### config.mk
export PLATFORM = sky130hd
export DESIGN_NAME = onchip_memory_stream_master_flat
export DESIGN_NICKNAME = d
export VERILOG_FILES = /design/src/rtl/onchip_memory_stream_master_pkg.sv /design/src/rtl/onchip_memory_stream_master_if.sv /design/src/rtl/onchip_memory_stream_master_stream_fifo.sv /design/src/rtl/onchip_memory_stream_master.sv /design/src/flat_wrapper.sv
export SDC_FILE = /design/constraint.sdc
export NUM_CORES = 1
export LEC_CHECK = 0
export BUFFER_PORTS_ARGS = -buffer_cell sky130_fd_sc_hd__buf_2
export CORE_UTILIZATION = 55
export DETAILED_ROUTE_END_ITERATION = 8
export PLACE_DENSITY = 0.87
export SLEW_MARGIN = 20
export SYNTH_ARGS = -nofsm -noshare
export SYNTH_HDL_FRONTEND = slang
export SYNTH_SLANG_ARGS = --single-unit
### constraint.sdc
create_clock -name clk -period 3.27 [get_ports clk]
set_clock_uncertainty 0.05 [all_clocks]
set_input_delay 0.654 -clock clk [delete_from_list [all_inputs] [get_ports clk]]
set_output_delay 0.654 -clock clk [all_outputs]
set_load 0.02 [all_outputs]
### src/rtl/onchip_memory_stream_master_pkg.sv
// Shared types and defaults for the on-chip memory stream master.
// Holds FSM state encodings, direction codes and default sizes.
package onchip_memory_stream_master_pkg;

   localparam int ADDR_W_DEF       = 12;
   localparam int DATA_W_DEF       = 32;
   localparam int READ_LATENCY_DEF = 1;
   localparam int FIFO_DEPTH_DEF   = 4;

   localparam logic DIR_WRITE = 1'b0;
   localparam logic DIR_READ  = 1'b1;

   typedef enum logic [2:0] {
      S_IDLE,
      S_WRITE,
      S_READ,
      S_DRAIN,
      S_DONE
   } state_t;

endpackage

### src/rtl/onchip_memory_stream_master_if.sv
// Command, Avalon-ST sink/source and Avalon-MM bundle.
// master: the stream master; slave: command/stream/memory side.
interface onchip_memory_stream_master_if #(
   parameter int ADDR_W = 12,
   parameter int DATA_W = 32
);
   logic              cmd_valid;
   logic              cmd_ready;
   logic              cmd_dir;
   logic [ADDR_W-1:0] cmd_addr;
   logic [ADDR_W:0]   cmd_len;
   logic              done;
   logic              err;

   logic [DATA_W-1:0] snk_data;
   logic              snk_valid;
   logic              snk_ready;
   logic              snk_sop;
   logic              snk_eop;

   logic [DATA_W-1:0] src_data;
   logic              src_valid;
   logic              src_ready;
   logic              src_sop;
   logic              src_eop;

   logic [ADDR_W-1:0]   avm_address;
   logic                avm_chipselect;
   logic                avm_write;
   logic [DATA_W-1:0]   avm_writedata;
   logic [DATA_W/8-1:0] avm_byteenable;
   logic                avm_clken;
   logic [DATA_W-1:0]   avm_readdata;

   modport master (
      input  cmd_valid, cmd_dir, cmd_addr, cmd_len,
      output cmd_ready, done, err,
      input  snk_data, snk_valid, snk_sop, snk_eop,
      output snk_ready,
      output src_data, src_valid, src_sop, src_eop,
      input  src_ready,
      output avm_address, avm_chipselect, avm_write,
      output avm_writedata, avm_byteenable, avm_clken,
      input  avm_readdata
   );

   modport slave (
      output cmd_valid, cmd_dir, cmd_addr, cmd_len,
      input  cmd_ready, done, err,
      output snk_data, snk_valid, snk_sop, snk_eop,
      input  snk_ready,
      input  src_data, src_valid, src_sop, src_eop,
      output src_ready,
      input  avm_address, avm_chipselect, avm_write,
      input  avm_writedata, avm_byteenable, avm_clken,
      output avm_readdata
   );
endinterface

### src/rtl/onchip_memory_stream_master_stream_fifo.sv
// Synchronous FIFO holding read-return words for the source.
// Ports: push/din in, pop/dout out (head), count/empty/full status.
module stream_fifo #(
   parameter int DEPTH = 4,
   parameter int WIDTH = 32,
   localparam int PW = (DEPTH > 1) ? $clog2(DEPTH) : 1,
   localparam int CW = $clog2(DEPTH + 1)
) (
   input  logic             clk,
   input  logic             reset_n,
   input  logic             push,
   input  logic [WIDTH-1:0] din,
   input  logic             pop,
   output logic [WIDTH-1:0] dout,
   output logic [CW-1:0]    count,
   output logic             empty,
   output logic             full
);
   logic [WIDTH-1:0] mem [DEPTH];
   logic [PW-1:0]    wr_ptr;
   logic [PW-1:0]    rd_ptr;
   logic             do_push;
   logic             do_pop;

   assign empty   = (count == '0);
   assign full    = (count == CW'(DEPTH));
   assign do_push = push & ~full;
   assign do_pop  = pop & ~empty;
   assign dout    = mem[rd_ptr];

   always_ff @(posedge clk) begin
      if (do_push) mem[wr_ptr] <= din;
   end

   always_ff @(posedge clk or negedge reset_n) begin
      if (!reset_n) begin
         wr_ptr <= '0;
         rd_ptr <= '0;
         count  <= '0;
      end else begin
         if (do_push)
            wr_ptr <= (wr_ptr == PW'(DEPTH - 1)) ? '0 : wr_ptr + PW'(1);
         if (do_pop)
            rd_ptr <= (rd_ptr == PW'(DEPTH - 1)) ? '0 : rd_ptr + PW'(1);
         if (do_push && !do_pop)
            count <= count + CW'(1);
         else if (!do_push && do_pop)
            count <= count - CW'(1);
      end
   end
endmodule

### src/rtl/onchip_memory_stream_master.sv
// Avalon-MM master moving stream words to/from on-chip memory.
// Ports: clk, reset_n, bus (cmd, ST sink/source, avm_*, done/err).
module onchip_memory_stream_master
   import onchip_memory_stream_master_pkg::*;
#(
   parameter int ADDR_W       = ADDR_W_DEF,
   parameter int DATA_W       = DATA_W_DEF,
   parameter int READ_LATENCY = READ_LATENCY_DEF,
   parameter int FIFO_DEPTH   = FIFO_DEPTH_DEF
) (
   input logic clk,
   input logic reset_n,
   onchip_memory_stream_master_if.master m
);
   localparam int BE_W = DATA_W / 8;
   localparam int LW   = ADDR_W + 1;
   localparam int FCW  = $clog2(FIFO_DEPTH + 1);
   localparam int CW   = $clog2(FIFO_DEPTH + READ_LATENCY + 2);
   localparam logic [BE_W-1:0] BE_ALL = '1;

   state_t state, state_n;

   logic [ADDR_W-1:0]       cur_addr;
   logic [LW-1:0]           remaining;
   logic [LW-1:0]           len_q;
   logic [LW-1:0]           out_cnt;
   logic [READ_LATENCY-1:0] rd_pipe;
   logic [CW-1:0]           inflight;
   logic [CW-1:0]           credit;
   logic [FCW-1:0]          f_count;
   logic [DATA_W-1:0]       f_dout;
   logic f_empty, f_full;
   logic accept, beat, issue, rd_strobe, push, pop;

   assign m.cmd_ready = (state == S_IDLE);
   assign m.snk_ready = (state == S_WRITE);
   assign m.done      = (state == S_DONE);

   assign accept    = m.cmd_valid & m.cmd_ready;
   assign beat      = m.snk_valid & m.snk_ready;
   assign rd_strobe = m.avm_chipselect & ~m.avm_write;
   assign push      = rd_pipe[READ_LATENCY-1];
   assign pop       = m.src_valid & m.src_ready;

   // Reads on the bus or in the return pipe already own a FIFO slot.
   always_comb begin
      inflight = CW'(rd_strobe);
      for (int i = 0; i < READ_LATENCY; i++)
         inflight = inflight + CW'(rd_pipe[i]);
   end

   assign credit = CW'(f_count) + inflight;
   assign issue  = (state == S_READ) && (remaining != '0)
                && (credit < CW'(FIFO_DEPTH));

   assign m.src_valid = ~f_empty;
   assign m.src_data  = f_dout;
   assign m.src_sop   = ~f_empty & (out_cnt == '0);
   assign m.src_eop   = ~f_empty & (out_cnt == len_q - LW'(1));

   stream_fifo #(
      .DEPTH (FIFO_DEPTH),
      .WIDTH (DATA_W)
   ) u_fifo (
      .clk     (clk),
      .reset_n (reset_n),
      .push    (push),
      .din     (m.avm_readdata),
      .pop     (pop),
      .dout    (f_dout),
      .count   (f_count),
      .empty   (f_empty),
      .full    (f_full)
   );

   always_comb begin
      state_n = state;
      unique case (state)
         S_IDLE: begin
            if (accept) begin
               if (m.cmd_len == '0)
                  state_n = S_DONE;
               else if (m.cmd_dir == DIR_READ)
                  state_n = S_READ;
               else
                  state_n = S_WRITE;
            end
         end
         S_WRITE: begin
            if (beat && remaining == LW'(1))
               state_n = S_DONE;
         end
         S_READ: begin
            if (issue && remaining == LW'(1))
               state_n = S_DRAIN;
         end
         S_DRAIN: begin
            if (inflight == '0 && f_empty)
               state_n = S_DONE;
         end
         S_DONE:  state_n = S_IDLE;
         default: state_n = S_IDLE;
      endcase
   end

   always_ff @(posedge clk or negedge reset_n) begin
      if (!reset_n) begin
         state            <= S_IDLE;
         cur_addr         <= '0;
         remaining        <= '0;
         len_q            <= '0;
         out_cnt          <= '0;
         rd_pipe          <= '0;
         m.err            <= 1'b0;
         m.avm_address    <= '0;
         m.avm_chipselect <= 1'b0;
         m.avm_write      <= 1'b0;
         m.avm_writedata  <= '0;
         m.avm_byteenable <= '0;
         m.avm_clken      <= 1'b0;
      end else begin
         state            <= state_n;
         m.avm_clken      <= 1'b1;
         m.err            <= 1'b0;
         m.avm_chipselect <= 1'b0;
         m.avm_write      <= 1'b0;
         m.avm_byteenable <= '0;
         rd_pipe[0]       <= rd_strobe;
         for (int i = 1; i < READ_LATENCY; i++)
            rd_pipe[i] <= rd_pipe[i-1];
         if (accept) begin
            cur_addr  <= m.cmd_addr;
            remaining <= m.cmd_len;
            len_q     <= m.cmd_len;
            out_cnt   <= '0;
         end
         if (beat) begin
            m.avm_chipselect <= 1'b1;
            m.avm_write      <= 1'b1;
            m.avm_address    <= cur_addr;
            m.avm_writedata  <= m.snk_data;
            m.avm_byteenable <= BE_ALL;
            cur_addr         <= cur_addr + ADDR_W'(1);
            remaining        <= remaining - LW'(1);
            // Framing is checked but the count alone ends the transfer.
            m.err <= m.snk_eop ^ (remaining == LW'(1));
         end
         if (issue) begin
            m.avm_chipselect <= 1'b1;
            m.avm_address    <= cur_addr;
            m.avm_byteenable <= BE_ALL;
            cur_addr         <= cur_addr + ADDR_W'(1);
            remaining        <= remaining - LW'(1);
         end
         if (pop)
            out_cnt <= out_cnt + LW'(1);
      end
   end
endmodule

### src/flat_wrapper.sv
// flat-port wrapper written by rule: the top's interface ports become plain ports
module onchip_memory_stream_master_flat import onchip_memory_stream_master_pkg::*;
#(
   parameter int ADDR_W       = ADDR_W_DEF,
   parameter int DATA_W       = DATA_W_DEF,
   parameter int READ_LATENCY = READ_LATENCY_DEF,
   parameter int FIFO_DEPTH   = FIFO_DEPTH_DEF
)
  (clk, reset_n, m_cmd_valid, m_cmd_dir, m_cmd_addr, m_cmd_len, m_cmd_ready, m_done, m_err, m_snk_data, m_snk_valid, m_snk_sop, m_snk_eop, m_snk_ready, m_src_data, m_src_valid, m_src_sop, m_src_eop, m_src_ready, m_avm_address, m_avm_chipselect, m_avm_write, m_avm_writedata, m_avm_byteenable, m_avm_clken, m_avm_readdata);
  onchip_memory_stream_master_if #(.ADDR_W(ADDR_W), .DATA_W(DATA_W)) m_i ();
  input logic clk;
  input logic reset_n;
  input wire logic [$bits(m_i.cmd_valid)-1:0] m_cmd_valid;
  input wire logic [$bits(m_i.cmd_dir)-1:0] m_cmd_dir;
  input wire logic [$bits(m_i.cmd_addr)-1:0] m_cmd_addr;
  input wire logic [$bits(m_i.cmd_len)-1:0] m_cmd_len;
  output wire logic [$bits(m_i.cmd_ready)-1:0] m_cmd_ready;
  output wire logic [$bits(m_i.done)-1:0] m_done;
  output wire logic [$bits(m_i.err)-1:0] m_err;
  input wire logic [$bits(m_i.snk_data)-1:0] m_snk_data;
  input wire logic [$bits(m_i.snk_valid)-1:0] m_snk_valid;
  input wire logic [$bits(m_i.snk_sop)-1:0] m_snk_sop;
  input wire logic [$bits(m_i.snk_eop)-1:0] m_snk_eop;
  output wire logic [$bits(m_i.snk_ready)-1:0] m_snk_ready;
  output wire logic [$bits(m_i.src_data)-1:0] m_src_data;
  output wire logic [$bits(m_i.src_valid)-1:0] m_src_valid;
  output wire logic [$bits(m_i.src_sop)-1:0] m_src_sop;
  output wire logic [$bits(m_i.src_eop)-1:0] m_src_eop;
  input wire logic [$bits(m_i.src_ready)-1:0] m_src_ready;
  output wire logic [$bits(m_i.avm_address)-1:0] m_avm_address;
  output wire logic [$bits(m_i.avm_chipselect)-1:0] m_avm_chipselect;
  output wire logic [$bits(m_i.avm_write)-1:0] m_avm_write;
  output wire logic [$bits(m_i.avm_writedata)-1:0] m_avm_writedata;
  output wire logic [$bits(m_i.avm_byteenable)-1:0] m_avm_byteenable;
  output wire logic [$bits(m_i.avm_clken)-1:0] m_avm_clken;
  input wire logic [$bits(m_i.avm_readdata)-1:0] m_avm_readdata;
  assign m_i.cmd_valid = m_cmd_valid;
  assign m_i.cmd_dir = m_cmd_dir;
  assign m_i.cmd_addr = m_cmd_addr;
  assign m_i.cmd_len = m_cmd_len;
  assign m_cmd_ready = m_i.cmd_ready;
  assign m_done = m_i.done;
  assign m_err = m_i.err;
  assign m_i.snk_data = m_snk_data;
  assign m_i.snk_valid = m_snk_valid;
  assign m_i.snk_sop = m_snk_sop;
  assign m_i.snk_eop = m_snk_eop;
  assign m_snk_ready = m_i.snk_ready;
  assign m_src_data = m_i.src_data;
  assign m_src_valid = m_i.src_valid;
  assign m_src_sop = m_i.src_sop;
  assign m_src_eop = m_i.src_eop;
  assign m_i.src_ready = m_src_ready;
  assign m_avm_address = m_i.avm_address;
  assign m_avm_chipselect = m_i.avm_chipselect;
  assign m_avm_write = m_i.avm_write;
  assign m_avm_writedata = m_i.avm_writedata;
  assign m_avm_byteenable = m_i.avm_byteenable;
  assign m_avm_clken = m_i.avm_clken;
  assign m_i.avm_readdata = m_avm_readdata;
  onchip_memory_stream_master #(.ADDR_W(ADDR_W), .DATA_W(DATA_W), .READ_LATENCY(READ_LATENCY), .FIFO_DEPTH(FIFO_DEPTH)) u_core (.clk(clk), .reset_n(reset_n), .m(m_i));
endmodule
# Word-level counts from Yosys, hierarchy flattened
# Memories as Yosys holds them, arrays and structs flattened.
# Cells that the tools add are included.
# W data, S select, Z words.
totals:
  ramBits: 128
  elab_cells: 101
  in_bits: 97
  memories: 1
  output_inout_bits: 90
  ff_bits: 114
classes:
  addsub: 10
  n_mux: 28
  n_reduce_logical: 20
  magnitude_cmp: 1
  eq_ne: 13
  bitwise: 12
memory_table:
  columns: ["name", "depth", "width", "rd", "rd_clocked_by_memory_dff", "write_ports", "line_no", "rtl"]
  rows:
  - ["u_core.u_fifo.mem", 4, 32, 1, 0, 1, "onchip_memory_stream_master_stream_fifo.sv:19", "logic [WIDTH-1:0] mem [DEPTH];"]
ops:
  columns: ["op", "n"]
  rows:
  - ["$mux W13", 5]
  - ["$mux W12", 5]
  - ["$logic_not A13 Y1", 2]
  - ["$sub A13 B1 Y13 const B", 2]
  - ["$mux W3", 7]
  - ["$add A13 B1 Y13 const B", 1]
  - ["$eq A13 B1 Y1 const B", 1]
  - ["$eq A13 B13 Y1", 1]
  - ["$reduce_bool A13 Y1", 1]
  - ["$add A12 B1 Y12 const B", 1]
  - ["$pmux W3 S4", 1]
  - ["$logic_not A3 Y1", 3]
  - ["$and A1 B1 Y1", 8]
  - ["$mux W4", 2]
  - ["$logic_and A1 B1 Y1", 7]
  - ["$eq A3 B2 Y1 const B", 2]
  - ["$eq A3 B3 Y1 const B", 2]
  - ["$mux W2", 3]
  - ["$ne A2 B2 Y1 const B", 3]
  - ["$reduce_bool A2 Y1", 3]
  - ["$mux W1", 5]
  - ["$add A2 B1 Y2 const B", 2]
  - ["$eq A2 B2 Y1 const B", 2]
  - ["$reduce_and A4 Y1", 1]
  - ["11 further kinds", 14]

# Longest topological paths before layout
# Gate-level depths: netlist of run 1.
logic_depth:
  depth_word: 9
  depth_mapped: 12
  mapped_depth_nobuf: 10

# By module
# Synthesis of run 1 repeated with hierarchy kept, for this count alone.
hier_totals:
  hier_cells: 809
  area_unflattened_um2: 10338.7
modules_own_cells:
  columns: ["module", "cells_per_inst", "area_each_um2", "n_inst"]
  rows:
  - ["onchip_memory_stream_master", 604, 5253.8, 1]
  - ["stream_fifo", 205, 5084.9, 1]

# Worst setup path after synthesis of run 1
# OpenSTA, ideal clock, no wires.
synth_path:
  kind: "register to output"
  startpoint: "reg u_core.len_q[0]"
  endpoint: "out m_src_eop"
  stages_incl_launch_ff: 8
  arrival_time_ps: 2168
  slack_ps: 398
  required_time_ps: 2566
  path_buffers: 0
  cell_sequence: "dfrtp_1 -> inv_1 -> ha_1 -> nor3b_1 -> or3_2 -> a221oi_1 -> nor3_1 -> nor4_2"
synth_between:
  elab_chain_cells: 3
synth_rtl:
  columns: ["item", "line_no", "rtl"]
  rows:
  - ["from (decl)", "onchip_memory_stream_master.sv:25", "logic [LW-1:0] len_q;"]
  - ["from (signal assigned)", "onchip_memory_stream_master.sv:134", "len_q <= m.cmd_len;"]
  - ["$sub A13 B1 Y13", "onchip_memory_stream_master.sv:59", "assign m.src_eop = ~f_empty & (out_cnt == len_q - LW'(1));"]
  - ["$eq A13 B13 Y1", "onchip_memory_stream_master.sv:59", null]
  - ["$and A1 B1 Y1", "onchip_memory_stream_master.sv:59", null]
  - ["to (decl)", "flat_wrapper.sv:28", "output wire logic [$bits(m_i.src_eop)-1:0] m_src_eop;"]
# No other way between the ends.

# Worst setup path after layout of run 1
layout_path:
  startpoint: "reg u_core.len_q[4]"
  endpoint: "out m_src_eop"
# The elaborated chain is that of the path after synthesis.

==> results of run 1 <==
[critical path, stage by stage, from the launching register on]
cell and delay (ps):
dfrtp_2 460, nor4_1 650, nand2_1 150, nor4_1 360, o31ai_1 130, nor4_2 140
buf_4 180
[sequential cells by signal, summed over array words and instances (netlist names), 2 cells and up]
register,cells
u_core.remaining,13
u_core.m.avm_address,12
u_core.state,3
u_core.u_fifo.mem,128
u_core.u_fifo.rd_ptr,2
u_core.out_cnt,13
u_core.u_fifo.count,3
u_core.len_q,13
u_core.u_fifo.wr_ptr,2
u_core.cur_addr,12
u_core.m.avm_writedata,32
[cells in the mapped netlist, types with 9 or more instances]
cell type / n / area [um^2]
buf_2: 14 / 70.1
xor2_1: 15 / 131
a31oi_1: 10 / 62.6
nor3_1: 19 / 95.1
nand3_1: 14 / 70.1
mux4_2: 32 / 721
nor4_1: 10 / 62.6
ha_1: 15 / 188
edfxtp_1: 128 / 3840
a21oi_1: 12 / 60.1
o211ai_1: 9 / 67.6
nand4_1: 9 / 56.3
nand2_1: 98 / 368
nor2_1: 34 / 128
o21ai_0: 37 / 185
and2_1: 9 / 56.3
dfrtp_1: 110 / 2750
mux2_2: 34 / 383
inv_1: 20 / 75.1
clkbuf_1: 21 / 78.8
[area by class of cell]
cell class	instances	area (um^2)
well taps	229	287
flip-flops and latches	238	6600
diodes	1	2.50
repair buffers	207	1120
clock buffers	31	662
clock inverters	12	135
inverters	22	82.6
multi-input cells	456	3590
fillers	1225	5720
[power groups by stage]
stage	Sequential, uW	Clock (uW)	Combinational (uW)
after floorplan	4800	0	2990
after global placement	4630	0	4280
after detailed placement	4670	0	4400
after CTS	4620	2830	4540
after global routing	4740	2920	5030
final	4630	2770	4660
[through the flow]
stage	setup TNS, ps	util [%]
6_report	-22.9	68.6
4_1_cts	0	68.1
2_1_floorplan	0	-
3_3_place_gp	0	63.2
5_1_grt	-118	68.6
3_5_place_dp	0	63.2
[routing by layer]
layer  track usage, %  wire, um
met2             37.2     11000
met4             5.67       314
met3             3.30      1660
met5                0         0
met1             31.6      9120
[timing repair]
item,4_1_cts,5_1_grt
hold buffers,0,0
gates cloned,0,0
buffers inserted,4,5
pin swaps,1,5
endpoints found under the setup margin,1,1
resized for setup,16,8
[cells by family (layout without fill, tap and decap cells)]
| group | after synthesis | after routing | synth area share [%] |
|---|---|---|---|
| XOR/XNOR | 21 | 21 | 1.77 |
| other | 1 | 2 | 0.0361 |
| AO/OA/AOI/OAI | 117 | 117 | 7.67 |
| buffers and inverters | 65 | 272 | 2.88 |
| AND/OR/NAND/NOR | 235 | 235 | 11.5 |
| flip-flops | 238 | 238 | 63.5 |
| multiplexers | 66 | 66 | 10.6 |
| adder cells (fa/ha/maj) | 16 | 16 | 2.00 |
[worst paths after layout]
check                                           startpoint                         end  slack (ps)
worst max-delay path                       u_core.len_q[4]                   m_src_eop         -20
worst min-delay path                               reset_n          u_core.cur_addr[9]          40
worst max register to register  u_core.m.avm_byteenable[2]          u_core.cur_addr[4]         350
worst min register to register     u_core.m.avm_address[2]     u_core.m.avm_address[2]         420
max in group asynchronous                          reset_n  u_core.m.avm_writedata[20]        2380
min in group clk                         m_avm_readdata[5]     u_core.u_fifo.mem[0][5]         310
[placed cells by master (no fill, tap or decap), types with 12 or more instances in the layout]
master / netlist / routed
buf_2: 14 / 183
edfxtp_1: 128 / 128
dfrtp_1: 110 / 105
nand2_1: 98 / 98
o21ai_0: 37 / 36
nor2_1: 34 / 34
mux2_2: 34 / 34
mux4_2: 32 / 32
clkbuf_16: 0 / 25
buf_4: 6 / 22
inv_1: 20 / 20
nor3_1: 19 / 16
xor2_1: 15 / 15
nand3_1: 14 / 14
ha_1: 15 / 14
a21oi_1: 12 / 12
==> flow_summary.json, run 1 <==
{
  "status": "complete, but fails checks",
  "violations": "setup timing",
  "pin_count": 187,
  "first_pass_iters": 7,
  "gp_congestion": 0.919,
  "power_switching_share_pct": 37.0,
  "tritoncts": "built",
  "syn_area_per_cell_um2": 13.7,
  "post-place-ws_ps": 153,
  "grt_pass1_wl_um": 35200,
  "tightest_slew_ps": 902,
  "synth_seq_area_share_pct": 63.5,
  "r2r_cells": 9,
  "total_power_uw": 12100,
  "io_buffer_count": 185,
  "track_usage_pct": 22.5,
  "cp_data_required_time_ps": 2570,
  "post-route-cell-area_um2": 12500,
  "dp_hpwl_um": 14200,
  "wl_per_cell_um": 18.5,
  "std_cell_rows": 49,
  "fin_hold_ws_ps": 43.8,
  "path_clk_slew_ps": 60,
  "placed_area_um2": 11500,
  "timing.final.crit_share_pct": 101,
  "cp_max_fo": 6,
  "dp_cells": 1143,
  "core_area_um2": 18200,
  "vias": 7088,
  "worstPathArrival_ps": 2590,
  "grt_pass1_vias": 7051,
  "antenna_found_initial": 0,
  "synth_enable_flop_cells": 128,
  "rsz0062_at_grt": "yes",
  "drv_cap": 0,
  "cts_sinks": 238,
  "powerDensity_nw_per_um2": 965,
  "yosys_register_bits": 238,
  "leakage_uw": 0.00509,
  "slew_violations": 0,
  "p_int_uw": 7590,
  "via_per_inst": 5.93,
  "worstSetupPathType": "reg2out",
  "netlist_instances": 759,
  "cts_made_buffers": 24,
  "clock_path_buffers": 3,
  "synth_fp_nets": 872,
  "p_switching_uw": 4460,
  "drive_gt1_share_pct": 35.6,
  "seq_power_share_pct": 38.4,
  "dieArea_um2": 19400,
  "async_flop_share_pct": 46.2,
  "worst_skew_pair.late_latency_ps": 510,
  "wl_um": 22100,
  "fin_crit_ps": 3290,
  "drt-initial-drc-count": 600,
  "slew_headroom_pct": 39.7,
  "setup_violations": 1,
  "antenna_left": 0,
  "dieHeight_um": 139,
  "synth.cell_area_um2": 10400,
  "cts_root_buf": "clkbuf_16",
  "start_util_pct": 57.1,
  "ir_drop_v": 0.000641,
  "drc_errors": 0,
  "worst_slack_ps": -22.9,
  "num-nets-final": 1062,
  "worstHoldPathType": "in2async",
  "max_freq_mhz": 304,
  "finalHoldViolCount": 0,
  "yosysWarnings": 0,
  "area_growth_pct": 20.2,
  "ys_types": 74,
  "finalNonFillerCells": 1196,
  "cp-start-kind": "register",
  "cp-end-kind": "primary output",
  "grt-ovfl-total": 0,
  "synth_ff_type": "edfxtp_1",
  "die_w_um": 139,
  "grt_max_degree": 49,
  "h-tree-depth": 1,
  "combPwrFrac_pct": 38.6,
  "clkPwrFrac_pct": 23.0
}
(Power assumes the default switching activity.)
==> inputs of run 2 (changes only) <==
--- a/config.mk
+++ b/config.mk
@@ -5,6 +5,7 @@
 export SDC_FILE = /design/constraint.sdc
 export NUM_CORES = 1
 export LEC_CHECK = 0
+export ABC_AREA = 1
 export BUFFER_PORTS_ARGS = -buffer_cell sky130_fd_sc_hd__buf_2
 export CORE_UTILIZATION = 55
 export DETAILED_ROUTE_END_ITERATION = 8
==> run 2 against run 1 <==
Critical path type unchanged. Critical endpoint is now m_src_data[21]. First-iteration DRC count down 4.0%. Area after synthesis increased by 2.1%. Count of clock-buffer cells in the layout up 3. The run now ends clean.
==> flow_summary.json, run 2 <==
{
  "status": "finished, final reports clean",
  "r2r-start": "u_core.m.avm_byteenable[2]",
  "drc_errors": 0,
  "finalHoldViolCount": 0,
  "tritoncts": "built",
  "worst_skew_pair.late_latency_ps": 520,
  "yosysTopAreaCellShare_pct": 36.2,
  "cts_sinks": 238,
  "synth_enable_flop_cells": 128,
  "syn_area_per_cell_um2": 9.73,
  "synth_most_common_cell": "nand2_1",
  "antenna_found_initial": 1,
  "slowest_stage": "dfrtp_2",
  "synth_seq_area_share_pct": 62.2,
  "critPathMaxStageDelay_ps": 720,
  "grt_max_degree": 53,
  "gp_congestion": 0.874,
  "antenna_left": 0,
  "timing.final.crit_share_pct": 90.8,
  "final_cell_mix": "nand2_1 (269), buf_2 (184), nor2_1 (135)",
  "slew_headroom_pct": 54.9,
  "path_cells": "inv_1, buf_4, o21ai_0, o22ai_1, buf_2",
  "yosys.area_share.xor_xnor_pct": 2.06,
  "start_util_pct": 56.3,
  "grt-ovfl-total": 0,
  "dieHeight_um": 141,
  "drv_cap": 0,
  "io_buffer_count": 185,
  "synth_area_leaders": "edfxtp_1 (36%), dfrtp_1 (26%), nand2_1 (9.6%), nor2_1 (4.9%), o21ai_0 (4.8%)",
  "cts_root_buf": "clkbuf_16",
  "cts-resized-gates": 0,
  "vias": 8291,
  "clock_path_buffers": 3,
  "grt_pass1_wl_um": 38600,
  "cp-start-kind": "register",
  "cp-end-kind": "primary output",
  "yosysWarnings": 0,
  "rsz0062_at_grt": "no",
  "final_common_cell": "nand2_1",
  "n_antenna_cell": 0,
  "synthSimpleGateAreaFrac_pct": 20.0,
  "total_power_uw": 12800,
  "setup_violations": 0,
  "synth_fp_nets": 1204,
  "leakage_uw": 0.00569,
  "area_growth_pct": 19.3,
  "slew_violations": 0,
  "synth_top_family_by_area": "simple AND/OR/NAND/NOR gates",
  "synth_adder_area_share_pct": 1.96,
  "first_pass_iters": 8,
  "worst-path-stages": 5,
  "h-tree-depth": 1,
  "pin_count": 187,
  "grt_pass1_vias": 7907,
  "std_cell_rows": 50,
  "setup_tns_ps": 0,
  "holdBufCountCts": 0,
  "drt-initial-drc-count": 576,
  "drive_gt1_share_pct": 20.4,
  "cp_data_required_time_ps": 2570,
  "largest_register": "u_core.u_fifo.mem",
  "largest_register_ffs": 128,
  "core_area_um2": 18800,
  "max_freq_mhz": 337,
  "yosys_register_bits": 238,
  "wl_per_cell_um": 15.6,
  "r2r_end": "u_core.remaining[6]",
  "worstHoldPathType": "in2async",
  "async_flop_share_pct": 46.2,
  "r2r_cells": 15,
  "cp_max_fo": 42,
  "worstSetupPathType": "reg2out",
  "worstPathArrival_ps": 2260,
  "track_usage_pct": 24.6,
  "via_per_inst": 5.34,
  "die_w_um": 141,
  "netlist_instances": 1091,
  "reg_top3": "u_core.u_fifo.mem x128, u_core.m.avm_writedata x32",
  "path_clk_slew_ps": 60,
  "worst-path-buf-inv": 3,
  "synth_common_cells": "nand2_1 (270), nor2_1 (139), edfxtp_1 (128), dfrtp_1 (110), o21ai_0 (102)",
  "synthMuxAreaShare_pct": 0,
  "num-nets-final": 1386,
  "synth_largest_area_cell": "edfxtp_1",
  "ys_types": 34,
  "dieArea_um2": 19900,
  "dp_hpwl_um": 16000,
  "synth_ff_type": "edfxtp_1",
  "synth.cell_area_um2": 10600,
  "tightest_slew_ps": 676,
  "cp_top_family": "flip-flops",
  "cts_made_buffers": 25,
  "ir_drop_v": 0.000725,
  "post_cts_buffers": 0,
  "powerDensity_nw_per_um2": 1010,
  "synth_compound_area_share_pct": 8.62,
  "fin_crit_ps": 2970,
  "wl_um": 24200,
  "regToRegSetupSlack_ps": 690
}
-- run 2: report_power, final --
| part | internal (uW) | leakage, uW | total (uW) | switching [uW] |
|---|---|---|---|---|
| Sequential | 4030 | 0.00252 | 4630 | 609 |
| Clock | 1850 | 0.000423 | 2970 | 1120 |
| Combinational | 1720 | 0.00274 | 5220 | 3500 |
| Total | 7590 | 0.00569 | 12800 | 5230 |
-- run 2: final cells by class --
class / instances / area, um^2
clock inverter: 12 / 189
multi-input combinational: 722 / 3480
sequential: 238 / 6600
clock buffer: 34 / 679
inverter: 83 / 312
fill: 1394 / 6170
tap: 260 / 325
timing repair buffer: 203 / 1080
-- run 2: logic make-up (layout without fill, tap and decap cells) --
logic type      Yosys count  count (layout)
simple gates            515             515
flops                   238             238
compound gates          165             165
buf+inv                 131             332
xor+xnor                 25              25
fa+ha+maj                16              16
other cells               1               1
-- run 2: worst max path at each step --
stage                                           from                      end
after floorplan               u_core.u_fifo.count[1]  u_core.u_fifo.mem[0][0]
after global placement    u_core.m.avm_byteenable[2]       u_core.cur_addr[0]
after detailed placement  u_core.m.avm_byteenable[2]      u_core.remaining[6]
after CTS                    u_core.u_fifo.rd_ptr[0]           m_src_data[21]
after global routing                 u_core.len_q[0]                m_src_eop
final                        u_core.u_fifo.rd_ptr[0]           m_src_data[21]
-- run 2: per-layer routing --
layer,vias to the layer above,track usage [%],wire length (um)
met5,-,0,12
met4,2,7.32,581
met3,56,4.55,1630
met2,360,44.0,12100
met1,3853,30.4,9860
li1,4020,-,-
-- run 2: worst reg2reg max path, stage by stage, from the launching register on --
cell and delay (ps):
dfrtp_1 440, inv_1 60, nor2_1 160, ha_1 180
ha_1 220, nand3_1 100, nand2_1 50, nand2_1 50
nand2_1 40, inv_1 100, nand2_4 240, nand2_1 160
buf_4 320, nand3_1 140, nand2_1 110, nand2_1 60
-- run 2: metrics by stage --
step	setup WS (ps)	utilization [%]	cells	hold slack, ps	area [um^2]
final	301	67.2	1552	116	12700
after CTS	299	67.2	1552	143	12700
after global routing	116	67.2	1552	169	12700
after global placement	793	62.6	1506	387	11800
after floorplan	512	-	1091	308	10600
after detailed placement	705	62.6	1506	396	11800
